`src/rtl/pet_vram_pkg.sv`:
```
// Shared definitions for the PET VRAM writer.
// Holds the writer state encoding, the VRAM address/data widths and the
// default clear character and screen size used as parameter defaults.
package pet_vram_pkg;

   localparam int ADDR_W = 11;
   localparam int DATA_W = 8;

   localparam logic [DATA_W-1:0] DEF_CLEAR_CHAR  = 8'h20;
   localparam int                DEF_SCREEN_SIZE = 1000;

   typedef enum logic [1:0] {
      IDLE  = 2'd0,
      DRAIN = 2'd1,
      CLEAR = 2'd2
   } state_e;

endpackage

```
`src/rtl/pet_vram_fifo.sv`:
```
// Synchronous FIFO holding pending CPU writes for the PET VRAM writer.
// Ports:
//   clk, reset_n   - clock, asynchronous active-low reset (control only)
//   push_i, din_i  - write request and data; ignored while full
//   pop_i, dout_o  - read request; dout_o shows the head entry (show-ahead)
//   full_o, empty_o, count_o - status derived from the registered occupancy
module pet_vram_fifo #(
   parameter int DEPTH = 8,
   parameter int WIDTH = 19
) (
   input  logic                       clk,
   input  logic                       reset_n,
   input  logic                       push_i,
   input  logic                       pop_i,
   input  logic [WIDTH-1:0]           din_i,
   output logic [WIDTH-1:0]           dout_o,
   output logic                       full_o,
   output logic                       empty_o,
   output logic [$clog2(DEPTH):0]     count_o
);

   localparam int PTR_W = $clog2(DEPTH);
   localparam logic [PTR_W:0] FULL_CNT = (PTR_W+1)'(DEPTH);

   logic [WIDTH-1:0] mem_q [DEPTH];
   logic [PTR_W-1:0] wr_ptr_q;
   logic [PTR_W-1:0] rd_ptr_q;
   logic [PTR_W:0]   count_q;
   logic             do_push;
   logic             do_pop;

   // Full/empty come from the registered count, so a pop in the same cycle
   // never makes room for a push.
   assign full_o  = (count_q == FULL_CNT);
   assign empty_o = (count_q == '0);
   assign count_o = count_q;
   assign dout_o  = mem_q[rd_ptr_q];

   assign do_push = push_i & ~full_o;
   assign do_pop  = pop_i & ~empty_o;

   always_ff @(posedge clk or negedge reset_n) begin
      if (!reset_n) begin
         wr_ptr_q <= '0;
         rd_ptr_q <= '0;
         count_q  <= '0;
      end else begin
         // Pointers wrap naturally because DEPTH is a power of two.
         if (do_push) wr_ptr_q <= wr_ptr_q + PTR_W'(1);
         if (do_pop)  rd_ptr_q <= rd_ptr_q + PTR_W'(1);
         case ({do_push, do_pop})
            2'b10:   count_q <= count_q + (PTR_W+1)'(1);
            2'b01:   count_q <= count_q - (PTR_W+1)'(1);
            default: count_q <= count_q;
         endcase
      end
   end

   always_ff @(posedge clk) begin
      if (do_push) mem_q[wr_ptr_q] <= din_i;
   end

endmodule

```
`src/rtl/pet_vram_writer.sv`:
```
// PET VRAM writer: queues CPU screen writes and replays them to VRAM, and
// fills the screen with CLEAR_CHAR on request (after queued writes land).
// Optional macro VRAM_RETRACE_GATE_EN: when defined, VRAM writes are only
// issued on edges where video_on=0; otherwise every edge is a write slot.
// Ports:
//   clk, reset_n                        - clock, async active-low reset
//   ce_cpu, cpu_we, cpu_addr, cpu_data  - CPU write port
//   cpu_full, overflow                  - queue full, sticky dropped-write flag
//   clear_req, clear_busy               - clear request / clear in progress
//   video_on                            - active display scan indicator
//   vram_addr, vram_data, vram_we       - registered VRAM write port
module pet_vram_writer
   import pet_vram_pkg::*;
#(
   parameter int                FIFO_DEPTH  = 8,
   parameter logic [DATA_W-1:0] CLEAR_CHAR  = DEF_CLEAR_CHAR,
   parameter int                SCREEN_SIZE = DEF_SCREEN_SIZE
) (
   input  logic              clk,
   input  logic              reset_n,
   input  logic              ce_cpu,
   input  logic              cpu_we,
   input  logic [ADDR_W-1:0] cpu_addr,
   input  logic [DATA_W-1:0] cpu_data,
   output logic              cpu_full,
   output logic              overflow,
   input  logic              clear_req,
   output logic              clear_busy,
   input  logic              video_on,
   output logic [ADDR_W-1:0] vram_addr,
   output logic [DATA_W-1:0] vram_data,
   output logic              vram_we
);

   localparam int CNT_W = $clog2(FIFO_DEPTH) + 1;
   localparam logic [ADDR_W-1:0] LAST_ADDR = ADDR_W'(SCREEN_SIZE - 1);

   state_e                     state_q;
   logic                       pend_q;
   logic                       busy_q;
   logic                       overflow_q;
   logic [ADDR_W-1:0]          clr_cnt_q;
   logic [ADDR_W-1:0]          vram_addr_q;
   logic [DATA_W-1:0]          vram_data_q;
   logic                       vram_we_q;

   logic                       slot;
   logic                       wr_req;
   logic                       pop;
   logic                       clear_acc;
   logic                       has_entries;
   logic                       fifo_full;
   logic                       fifo_empty;
   logic [CNT_W-1:0]           fifo_count;
   logic [ADDR_W+DATA_W-1:0]   fifo_dout;

`ifdef VRAM_RETRACE_GATE_EN
   assign slot = ~video_on;
`else
   logic unused_video_on;
   assign unused_video_on = video_on;
   assign slot            = 1'b1;
`endif

   assign wr_req      = ce_cpu & cpu_we;
   assign has_entries = (fifo_count != '0);
   assign pop         = (state_q == DRAIN) & slot & ~fifo_empty;
   // A new clear is only taken when none is pending or running.
   assign clear_acc   = clear_req & ~pend_q & (state_q != CLEAR);

   pet_vram_fifo #(
      .DEPTH (FIFO_DEPTH),
      .WIDTH (ADDR_W + DATA_W)
   ) u_fifo (
      .clk     (clk),
      .reset_n (reset_n),
      .push_i  (wr_req),
      .pop_i   (pop),
      .din_i   ({cpu_addr, cpu_data}),
      .dout_o  (fifo_dout),
      .full_o  (fifo_full),
      .empty_o (fifo_empty),
      .count_o (fifo_count)
   );

   always_ff @(posedge clk or negedge reset_n) begin
      if (!reset_n) begin
         state_q     <= IDLE;
         pend_q      <= 1'b0;
         busy_q      <= 1'b0;
         overflow_q  <= 1'b0;
         clr_cnt_q   <= '0;
         vram_addr_q <= '0;
         vram_data_q <= '0;
         vram_we_q   <= 1'b0;
      end else begin
         vram_we_q <= 1'b0;
         if (wr_req && fifo_full) overflow_q <= 1'b1;
         if (clear_acc) begin
            pend_q <= 1'b1;
            busy_q <= 1'b1;
         end
         case (state_q)
            IDLE: begin
               // Queued writes always go before a pending clear.
               if (has_entries) begin
                  state_q <= DRAIN;
               end else if (pend_q) begin
                  state_q <= CLEAR;
                  pend_q  <= 1'b0;
               end
            end
            DRAIN: begin
               if (pop) begin
                  vram_we_q   <= 1'b1;
                  vram_addr_q <= fifo_dout[DATA_W +: ADDR_W];
                  vram_data_q <= fifo_dout[DATA_W-1:0];
               end else if (!has_entries) begin
                  if (pend_q) begin
                     state_q <= CLEAR;
                     pend_q  <= 1'b0;
                  end else begin
                     state_q <= IDLE;
                  end
               end
            end
            CLEAR: begin
               if (slot) begin
                  vram_we_q   <= 1'b1;
                  vram_addr_q <= clr_cnt_q;
                  vram_data_q <= CLEAR_CHAR;
                  if (clr_cnt_q == LAST_ADDR) begin
                     state_q   <= IDLE;
                     clr_cnt_q <= '0;
                     busy_q    <= 1'b0;
                  end else begin
                     clr_cnt_q <= clr_cnt_q + 11'd1;
                  end
               end
            end
            default: state_q <= IDLE;
         endcase
      end
   end

   assign cpu_full   = fifo_full;
   assign overflow   = overflow_q;
   assign clear_busy = busy_q;
   assign vram_addr  = vram_addr_q;
   assign vram_data  = vram_data_q;
   assign vram_we    = vram_we_q;

endmodule

```
`config.mk`:
```
export PLATFORM = sky130hd
export DESIGN_NAME = pet_vram_writer
export DESIGN_NICKNAME = d
export VERILOG_FILES = /design/src/rtl/pet_vram_pkg.sv /design/src/rtl/pet_vram_fifo.sv /design/src/rtl/pet_vram_writer.sv
export SDC_FILE = /design/constraint.sdc
export NUM_CORES = 1
export LEC_CHECK = 0
export ABC_AREA = 1
export BUFFER_PORTS_ARGS = -buffer_cell sky130_fd_sc_hd__clkbuf_2
export CORE_AREA = 2 2 122 124
export CTS_CLUSTER_SIZE = 24
export DETAILED_ROUTE_END_ITERATION = 16
export DIE_AREA = 0 0 124 126
export PLACE_DENSITY = 0.77
export SLEW_MARGIN = 20
export SYNTH_ARGS = -nofsm -noshare
export SYNTH_HDL_FRONTEND = slang
export SYNTH_SLANG_ARGS = --single-unit
```
`constraint.sdc`:
```
create_clock -name clk -period 5.5 [get_ports clk]
set_input_delay 0.55 -clock clk [delete_from_list [all_inputs] [get_ports clk]]
set_output_delay 0.55 -clock clk [all_outputs]
set_load 0.02 [all_outputs]
```
After elaboration in Yosys (flattened, before gate mapping) --
Memory sizes are Yosys's and may differ from the RTL's. Index checks and enable logic that the tools add are counted.
Operators by class: add/subtract/negate cells 5, equality and inequality tests 12, multiplexer cells 25, bitwise logic cells 9, reduce and logical (&&, ||, !) cells 8
Operator list (number):
- 11-bit 2-to-1 mux | 2
- 11-bit case mux with 2 select lines | 1
- 8-bit case mux with 2 select lines | 1
- 2-bit 2-to-1 mux | 6
- 11-bit by 1-bit adder with 11-bit output, second input constant | 1
- 11-bit by 10-bit equality test with 1-bit output, second input constant | 1
- 1-bit 2-to-1 mux | 10
- 8-bit 2-to-1 mux | 1
- 2-bit inequality test, second input constant | 4
- 4-bit case mux with 2 select lines | 1
- 3-bit by 1-bit adder with 3-bit output, second input constant | 2
- 1-bit AND | 6
- 2-bit case mux with 3 select lines | 1
- 4-bit by 1-bit adder with 4-bit output, second input constant | 1
- 2-bit by 1-bit equality test with 1-bit output, second input constant | 2
- 2-bit equality test, second input constant | 2
- 4-bit equality test, second input constant | 1
- 4-bit zero test | 1
- 1-bit case mux with 2 select lines | 2
- 4-bit AND reduction | 1
- 2-bit nonzero test | 2
- 4-bit nonzero test | 1
- 4-bit by 1-bit subtractor with 4-bit output, second input constant | 1
- 3-bit inequality test, second input constant | 1
- 5 further kinds | 7
Storage, ports and cells: bits in registers 46, RAM bits 152, input bits 25, logic and storage cells 71, memories kept 1
Memories:
- u_fifo.mem_q | depth 8, bits a word 19, rd ports 1, clocked after memory_dff 0, write ports 1, line pet_vram_fifo.sv:25 | logic [WIDTH-1:0] mem_q [DEPTH];

Depth between registers and ports, before layout --
Gate-level depths: netlist of run 1.
word-level depth 8, depth in mapped cells 10, gate-level depth less buffers 10

Modules after synthesis --
From an unflattened synthesis of run 1, not the netlist that was laid out.
Unflattened totals: cells, all modules 962, area, all modules 8989.9 µm²
By module, submodules not included:
- pet_vram_fifo | times used 1, cells an instance 737, area each 7139.3 µm², seq. area each 4814.6 µm²
- pet_vram_writer | times used 1, cells an instance 225, area each 1850.5 µm², seq. area each 900.9 µm²

Worst setup path before layout of run 1 --
No wires, ideal clock.
path kind flip-flop to flip-flop, start register u_fifo.count_q[2] (netlist: u_fifo.count_o[2]), end memory u_fifo.mem_q[0][0] (enable), setup time 0.395 ns, data arrival time 1.859 ns, required time 5.105 ns, setup slack 3.246 ns, cell stages (with the launch flop) 6, buffers on the path 0, cells stage by stage dfrtp_1 > inv_1 > nand3_1 > nand3_1 > or2_2 > nor2_1
On the way: cells in the longest elaborated chain, start to end 5
RTL lines:
- from (decl) | line pet_vram_fifo.sv:28 | logic [PTR_W:0] count_q;
- from (signal assigned) | line pet_vram_fifo.sv:52 | 2'b10: count_q <= count_q + (PTR_W+1)'(1);
- from (signal assigned) | line pet_vram_fifo.sv:53 | 2'b01: count_q <= count_q - (PTR_W+1)'(1);
- from (signal assigned) | line pet_vram_fifo.sv:54 | default: count_q <= count_q;
- 4-bit equality test | line pet_vram_fifo.sv:34 | assign full_o = (count_q == FULL_CNT);
- 1-bit inverter | line pet_vram_fifo.sv:39 | assign do_push = push_i & ~full_o;
- 1-bit AND | line pet_vram_fifo.sv:39
- 1-bit 2-to-1 mux | line pet_vram_fifo.sv:60 | if (do_push) mem_q[wr_ptr_q] <= din_i;
- 1-bit 2-to-1 mux (implied by the code) | line pet_vram_fifo.sv:60
- to (decl) | line pet_vram_fifo.sv:25
Every way passes these cells.

Worst setup path after layout of run 1 --
start register u_fifo.rd_ptr_q[1], end register vram_addr_q[7] (netlist: vram_addr[7])
On the way: cells in the longest elaborated chain, start to end 3
RTL lines:
- from (decl) | line pet_vram_fifo.sv:27 | logic [PTR_W-1:0] rd_ptr_q;
- from (signal assigned) | line pet_vram_fifo.sv:50 | if (do_pop) rd_ptr_q <= rd_ptr_q + PTR_W'(1);
- memory 8 x 19 bit
- 11-bit 2-to-1 mux | line pet_vram_writer.sv:114 | if (pop) begin
- 11-bit case mux with 2 select lines | line pet_vram_writer.sv:103 | case (state_q)
- to (signal assigned) | line pet_vram_writer.sv:116 | vram_addr_q <= fifo_dout[DATA_W +: ADDR_W];
- to (signal assigned) | line pet_vram_writer.sv:130 | vram_addr_q <= clr_cnt_q;
- to (decl) | line pet_vram_writer.sv:43 | logic [ADDR_W-1:0] vram_addr_q;
Every way passes these cells. The select of a mux whose other input is x is not followed. A chain may end at the register's enable or synchronous reset.

==> results of run 1 <==
[kinds of logic (layout without fill, tap and decap cells)]
group / after synthesis / in the layout / synth area share
AO/OA/AOI/OAI: 66 / 66 / 0.0445
XOR/XNOR: 10 / 10 / 0.0104
adder cells (fa/ha/maj): 9 / 9 / 0.0134
buffers and inverters: 120 / 175 / 0.0579
flip-flops: 198 / 198 / 0.680
AND/OR/NAND/NOR: 386 / 386 / 0.194
[routing by layer]
layer	up-vias	track usage
li1	2709	-
met1	2813	0.326
met2	245	0.397
met3	39	0.0634
met4	0	0.0952
met5	-	0
[power groups by stage]
stage               clock, µW  sequential, µW  combinational (µW)
detailed placement          0            2020                1640
CTS                      1270            1990                1660
global placement            0            2010                1560
floorplan                   0            2060                1130
finish                   1260            2000                1670
global route             1330            2020                1870
[final cells by class]
type / count / share of cell area
multi-input combinational: 471 / 0.236
clock buffer: 17 / 0.0452
inverter: 87 / 0.0350
clock inverter: 15 / 0.0190
sequential: 198 / 0.607
tap: 184 / 0.0245
timing repair buffer: 56 / 0.0327
[flip-flops by register name, indices dropped and copies added (netlist names)]
signal,flops
vram_data,8
u_fifo.count_o,4
state_q,2
u_fifo.rd_ptr_q,3
u_fifo.mem_q,152
pend_q,1
clr_cnt_q,11
vram_we,1
u_fifo.wr_ptr_q,3
overflow,1
vram_addr,11
clear_busy,1
[cells in the final DEF, fill, tap and decap left out, drive strengths merged]
master,count
a21boi,1
a21oi,11
a31o,1
buf,11
bufinv,3
clkbuf,62
clkinv,8
clkinvlp,2
dfrtp,46
edfxtp,152
ha,9
inv,89
nand2,187
nand3,99
nand4,5
nor2,85
nor3,4
nor3b,5
o211ai,14
o21ai,38
o21bai,1
or2,1
xor2,10
[path summary, 6_finish.rpt]
path / from / to / slack (ns) / depth (start not counted)
min: reset_n / u_fifo.count_o[3]$_DFFE_PN0P_ / 0.11 / 1
min in group clk: clear_req / clear_busy$_DFF_PN0_ / 0.39 / 3
max reg2reg: u_fifo.rd_ptr_q[1]$_DFFE_PN0P_ / vram_addr[7]$_DFFE_PN0P_ / 2.94 / 7
max: u_fifo.rd_ptr_q[1]$_DFFE_PN0P_ / vram_addr[7]$_DFFE_PN0P_ / 2.94 / 7
min reg2reg: clear_busy$_DFF_PN0_ / clear_busy$_DFF_PN0_ / 0.47 / 2
max in group asynchronous: reset_n / u_fifo.rd_ptr_q[0]$_DFFE_PN0P_ / 4.95 / 1
[metrics by stage]
stage / worst slack [ns] / util / instance area (µm²) / power [µW] / hold slack [ns]
2_1_floorplan: 3.25 / - / 8410 / 3180 / 0.254
3_3_place_gp: 2.99 / 0.615 / 8800 / 3570 / 0.458
3_5_place_dp: 2.99 / 0.615 / 8800 / 3660 / 0.463
4_1_cts: 2.98 / 0.657 / 9410 / 4920 / 0.357
5_1_grt: 2.76 / 0.658 / 9410 / 5220 / 0.159
6_report: 2.94 / 0.658 / 9410 / 4920 / 0.106
==> out/results.tsv, run 1 <==
metric	value	unit
CTS Root Cell	clkbuf_16	
worst vdd ir	274	µV
Post-Route M1 WL	7290	µm
DRC	0	
metal3 WL	1460	µm
cells along the critical path	buf_4 > clkinv_1 > nand3_1 > nand3_1 > nand3_1 > nand3_1 > nand2_1	
DR iter-0 viols	556	
Clk Latency, worst-skew pair	0.43	ns
P per Cell Area	523	mW/mm²
Placer Congestion	0.843	
Max Fclk	390	MHz
first-pass GRT wire length	28900	µm
final non-filler cell total	1028	
Logic pwr share	0.339	
max layer used	met4	
boundary pin count	48	
Core Rows	44	
Antenna Cells	0	
starting density of the core	0.587	
Max Root-Sink Buffers	2	
Clock transition at path regs	0.07	ns
crit-path most repeated cell	nand3_1	
CTS Buf Count	17	
Tightest Hold Check Type	input port to asynchronous set/reset pin	
vias in the first global route	5795	
RSZ-0062 raised after global routing	false	
largest fanout on the critical path	54	
CTS tree	done	
sw frac	0.380	
Layout area overhead	12.0	%
area of the multi-input gates	0.00222	mm²
post-route clock period utilization	0.466	
P_sw	1870	µW
Synth Cell Area	0.00841	mm²
Max Slew Vio Count	0	
DIE AREA	0.0156	mm²
via/cell ratio	5.65	
run status	finished clean	
Max Cap Violations	0	
Crit Path Class	register to register	
FILL cells	1023	
Synth Instances	789	
Flop pwr share	0.406	
EDFF count, synth	152	
Worst EP arrival	2.93	ns
Post-synth top cells	185 x nand2_1, 152 x edfxtp_1, 98 x nand3_1, 84 x inv_1, 82 x nor2_1	
Required @ worst endpoint	5.87	ns
cell with the most instances after synthesis	nand2_1	
drt pass-1 iters	5	
met2 routed WL	8790	µm
post-detail-place hpwl	10500	µm
post-synth top area share	0.543	
top cells by area, synth	edfxtp_1 54%, dfrtp_1 14%, nand2_1 8.3%	
htree depth	4	
clock sink count	198	
Worst Path Buf+Inv	2	
top_reg_cell synth	edfxtp_1	
DR vias	5806	
Setup TNS	0	ns
GRT Total Usage	0.247	
Final ANT Viol Nets	0	
Max stage delay on crit path	0.86	ns
Synth Net Count	823	
number of synthesized register bits	198	
cell-internal power	3050	µW
Slew headroom	0.304	
gr ovfl total	0	
area leader, netlist	edfxtp_1	
register area	0.00572	mm²
delay-heaviest family, CP	buffers and inverters	
initial antenna violation count	0	
CP startpoint kind	register	
Buffers on Ports	46	
Nets	865	
asr flop ratio synth	0.232	
register area share after synthesis	0.680	
Avg Inst Size Synth	10.7	µm²
largest net degree at the start of global routing	79	
setup violators final	0	
post-placement cell count	996	
Clk pwr share	0.255	
Core Region	0.0143	mm²
cts hold-fix bufs	0	
min cycle time layout	2.56	ns
Yosys Warn Count	0	
Worst path slowest cell	clkinv_1	
Resized cells post-CTS	0	
measured slew at the worst slew-check pin	1.04	ns
Final Hold Fails	0	
final wirelength	18000	µm
crit end category	register	
Synth cell types	28	
Post-CTS Setup Inserts	0	
Die Span X	124	µm
clock skew	0.00409	ns
leakage	0.00395	µW
Routed WL per cell	17.5	µm
Die Y	126	µm
share of layout cells above drive strength 1	0.126	
(Power assumes the default switching activity.)
==> run 2: changes to the inputs <==
--- a/config.mk
+++ b/config.mk
@@ -5,13 +5,13 @@
 export SDC_FILE = /design/constraint.sdc
 export NUM_CORES = 1
 export LEC_CHECK = 0
-export ABC_AREA = 1
+export ABC_AREA = 0
 export BUFFER_PORTS_ARGS = -buffer_cell sky130_fd_sc_hd__clkbuf_2
-export CORE_AREA = 2 2 122 124
+export CORE_AREA = 2 2 125 127
 export CTS_CLUSTER_SIZE = 24
 export DETAILED_ROUTE_END_ITERATION = 16
-export DIE_AREA = 0 0 124 126
-export PLACE_DENSITY = 0.77
+export DIE_AREA = 0 0 127 129
+export PLACE_DENSITY = 0.74
 export SLEW_MARGIN = 20
 export SYNTH_ARGS = -nofsm -noshare
 export SYNTH_HDL_FRONTEND = slang
==> constraint.sdc (replaced) <==
create_clock -name clk -period 2.2 [get_ports clk]
set_input_delay 0.22 -clock clk [delete_from_list [all_inputs] [get_ports clk]]
set_output_delay 0.22 -clock clk [all_outputs]
set_load 0.02 [all_outputs]
==> run 2 against run 1 <==
The flow now finishes with violations (setup timing). Synthesized area is 5.5% lower. Clock-buffer cell count is 1 higher. Via count shrank 28%. Clock skew increased by 0.00056 ns. Global-route usage fell by 5.4 points. Maximum frequency is 16% higher. Worst hold slack got worse by 0.068 ns. Power increased by 150%. Combinational power is 150% higher. Design area fell by 0.62%. Wire length down 17%. Largest cell class unchanged. Largest power group unchanged.
==> out/results.tsv, run 2 <==
metric	value	unit	change
Antenna Cells	0		unchanged
starting density of the core	0.530		was 0.587
post-placement cell count	682		was 996
initial antenna violation count	0		unchanged
largest fanout on the critical path	8		was 54
clock sink count	198		unchanged
fin util	0.624		was 0.658
crit end category	register		unchanged
Synth cell types	46		was 28
first-pass GRT wire length	23300	µm	was 28900 µm
Placer Congestion	0.864		was 0.843
Clk Latency, worst-skew pair	0.42	ns	was 0.43 ns
drt pass-1 iters	4		was 5
Crit Path Class	register to register		unchanged
cell-internal power	8240	µW	was 3050 µW
Final ANT Viol Nets	0		unchanged
Hold Worst Slack	0.0388	ns	was 0.106 ns
Yosys Warn Count	0		unchanged
CTS tree	done		unchanged
Post-synth top cells	152 x edfxtp_1, 46 x dfrtp_1, 38 x mux4_2, 30 x nand2_1, 21 x o21ai_0		was 185 x nand2_1, 152 x edfxtp_1, 98 x nand3_1, 84 x inv_1, 82 x nor2_1
gr ovfl total	0		unchanged
CTS Buf Count	17		unchanged
boundary pin count	48		unchanged
largest net degree at the start of global routing	33		was 79
DRC	0		unchanged
P_sw	4000	µW	was 1870 µW
Core Rows	45		was 44
DR iter-0 viols	424		was 556
register area share after synthesis	0.719		was 0.680
measured slew at the worst slew-check pin	0.638	ns	was 1.04 ns
run status	finished, violations left		was finished clean
Die Span X	127	µm	was 124 µm
Tot Pwr	12200	µW	was 4920 µW
sw frac	0.327		was 0.380
min cycle time layout	2.20	ns	was 2.56 ns
commonest non-fill, non-tap cell in the layout	edfxtp_1		was nand2_1
Max Slew Vio Count	0		unchanged
CTS Root Cell	clkbuf_16		unchanged
post-detail-place hpwl	9080	µm	was 10500 µm
Max Root-Sink Buffers	2		unchanged
Final Hold Fails	0		unchanged
CP startpoint kind	register		unchanged
EDFF count, synth	152		unchanged
Synth Cell Area	0.00794	mm²	was 0.00841 mm²
Avg Inst Size Synth	18.0	µm²	was 10.7 µm²
Core Region	0.0150	mm²	was 0.0143 mm²
asr flop ratio synth	0.232		unchanged
GRT Total Usage	0.194		was 0.247
max reg flops	152		unchanged
Clock transition at path regs	0.07	ns	about the same
RSZ-0062 raised after global routing	true		was false
number of synthesized register bits	198		unchanged
final non-filler cell total	719		was 1028
Die Y	129	µm	was 126 µm
P per Cell Area	1310	mW/mm²	was 523 mW/mm²
top_reg_cell synth	edfxtp_1		unchanged
Nets	552		was 865
worst vdd ir	876	µV	was 274 µV
Clk pwr share	0.247		was 0.255
Worst Setup Slack, final	-0.00477	ns	was 2.94 ns
post-synth top area share	0.575		was 0.543
Worst EP arrival	2.51	ns	was 2.93 ns
area leader, netlist	edfxtp_1		unchanged
Required @ worst endpoint	2.51	ns	was 5.87 ns
failing checks	setup timing		
Flop pwr share	0.413		was 0.406
Buffers on Ports	46		unchanged
Synth Net Count	475		was 823
clock skew	0.00464	ns	was 0.00409 ns
top cells by area, synth	edfxtp_1 57%, dfrtp_1 14%, mux4_2 11%		was edfxtp_1 54%, dfrtp_1 14%, nand2_1 8.3%
Layout area overhead	17.7	%	was 12.0%
share of layout cells above drive strength 1	0.331		was 0.126
Max Cap Violations	0		unchanged
Most flops, register	u_fifo.mem_q		unchanged
Tightest Hold Check Type	input port to register		was input port to asynchronous set/reset pin
DR vias	4160		was 5806
Routed WL per cell	20.7	µm	was 17.5 µm
leakage	0.00343	µW	was 0.00395 µW
cell with the most instances after synthesis	edfxtp_1		was nand2_1
Slew headroom	0.571		was 0.304
Synth Instances	441		was 789
setup violators final	1		was 0
htree depth	4		unchanged
final wirelength	14900	µm	was 18000 µm
Logic pwr share	0.340		was 0.339
Max Fclk	454	MHz	was 390 MHz
DIE AREA	0.0164	mm²	was 0.0156 mm²
most frequent cells in the layout	152 x edfxtp_1, 46 x clkbuf_2, 42 x dfrtp_1		was 185 x nand2_1, 152 x edfxtp_1, 98 x nand3_1
vias in the first global route	4248		was 5795
post-route clock period utilization	1.00		was 0.466
via/cell ratio	5.79		was 5.65
-- run 2: power groups by stage --
| stage | Clock, µW | Combinational (µW) | Sequential, µW |
|---|---|---|---|
| floorplan | 0 | 2670 | 5190 |
| global placement | 0 | 3910 | 5070 |
| global route | 3200 | 4530 | 5120 |
| CTS | 3090 | 4110 | 5050 |
| finish | 3020 | 4160 | 5060 |
| detailed placement | 0 | 4050 | 5120 |
-- run 2: worst paths after layout --
check | startpoint | to | slack [ns] | depth (start not counted)
hold / removal | clear_req | pend_q$_DFF_PN0_ | 0.04 | 2
setup / recovery | u_fifo.count_o[1]$_DFFE_PN0P_ | u_fifo.count_o[2]$_DFFE_PN0P_ | -0.005 | 8
hold reg to reg | overflow$_DFFE_PN0P_ | overflow$_DFFE_PN0P_ | 0.47 | 1
max in group asynchronous | reset_n | vram_data[3]$_DFFE_PN0P_ | 1.22 | 3
min in group asynchronous | reset_n | vram_addr[3]$_DFFE_PN0P_ | 0.35 | 2
setup reg to reg | u_fifo.count_o[1]$_DFFE_PN0P_ | u_fifo.count_o[2]$_DFFE_PN0P_ | -0.005 | 8
-- run 2: worst max-delay path: stages (launching register included) --
cell and delay [ns]:
dfrtp_2 0.48, o41a_1 0.50, ha_4 0.19, xor2_1 0.14, ha_2 0.18, a21oi_2 0.12
xor2_1 0.21, nor2_1 0.10, xor2_1 0.17
-- run 2: logic make-up (layout without fill, tap and decap cells) --
kind of cell / count (synthesis) / in the layout / share of synthesized area
xor+xnor: 13 / 13 / 0.0143
flops: 198 / 198 / 0.719
compound gates: 54 / 54 / 0.0435
fa+ha+maj: 9 / 9 / 0.0142
mux: 66 / 66 / 0.145
simple gates: 72 / 72 / 0.0458
buf+inv: 29 / 119 / 0.0181
-- run 2: area by class of cell --
type	count	area, µm²
flip-flops and latches	198	5720
fillers	1029	5620
multi-input cells	214	2160
repair buffers	77	616
clock buffers	18	429
well taps	188	235
clock inverters	14	156
inverters	10	37.5
-- run 2: metal layers --
layer / share of wire / GRT usage
met5: 0 / 0
met4: 0.017 / 0.0718
met3: 0.036 / 0.0445
met2: 0.51 / 0.321
met1: 0.44 / 0.255
-- run 2: repair_timing --
item                                   4_1_cts  5_1_grt
pin swaps                                    0        6
setup endpoints to repair                    1        1
endpoints found under the hold margin       24        0
hold buffers                                 1        0
resized for setup                            2        9
buffers inserted                             0        4
-- run 2: through the flow --
step	TNS, ns	worst slack, ns	instance area, µm²
after floorplan	-4.32	-0.0833	7970
after global placement	0	0.0747	8690
after detailed placement	-0.0586	-0.0586	8690
after CTS	0	0.00498	9290
after global routing	-0.0639	-0.0639	9350
final	-0.00477	-0.00477	9350
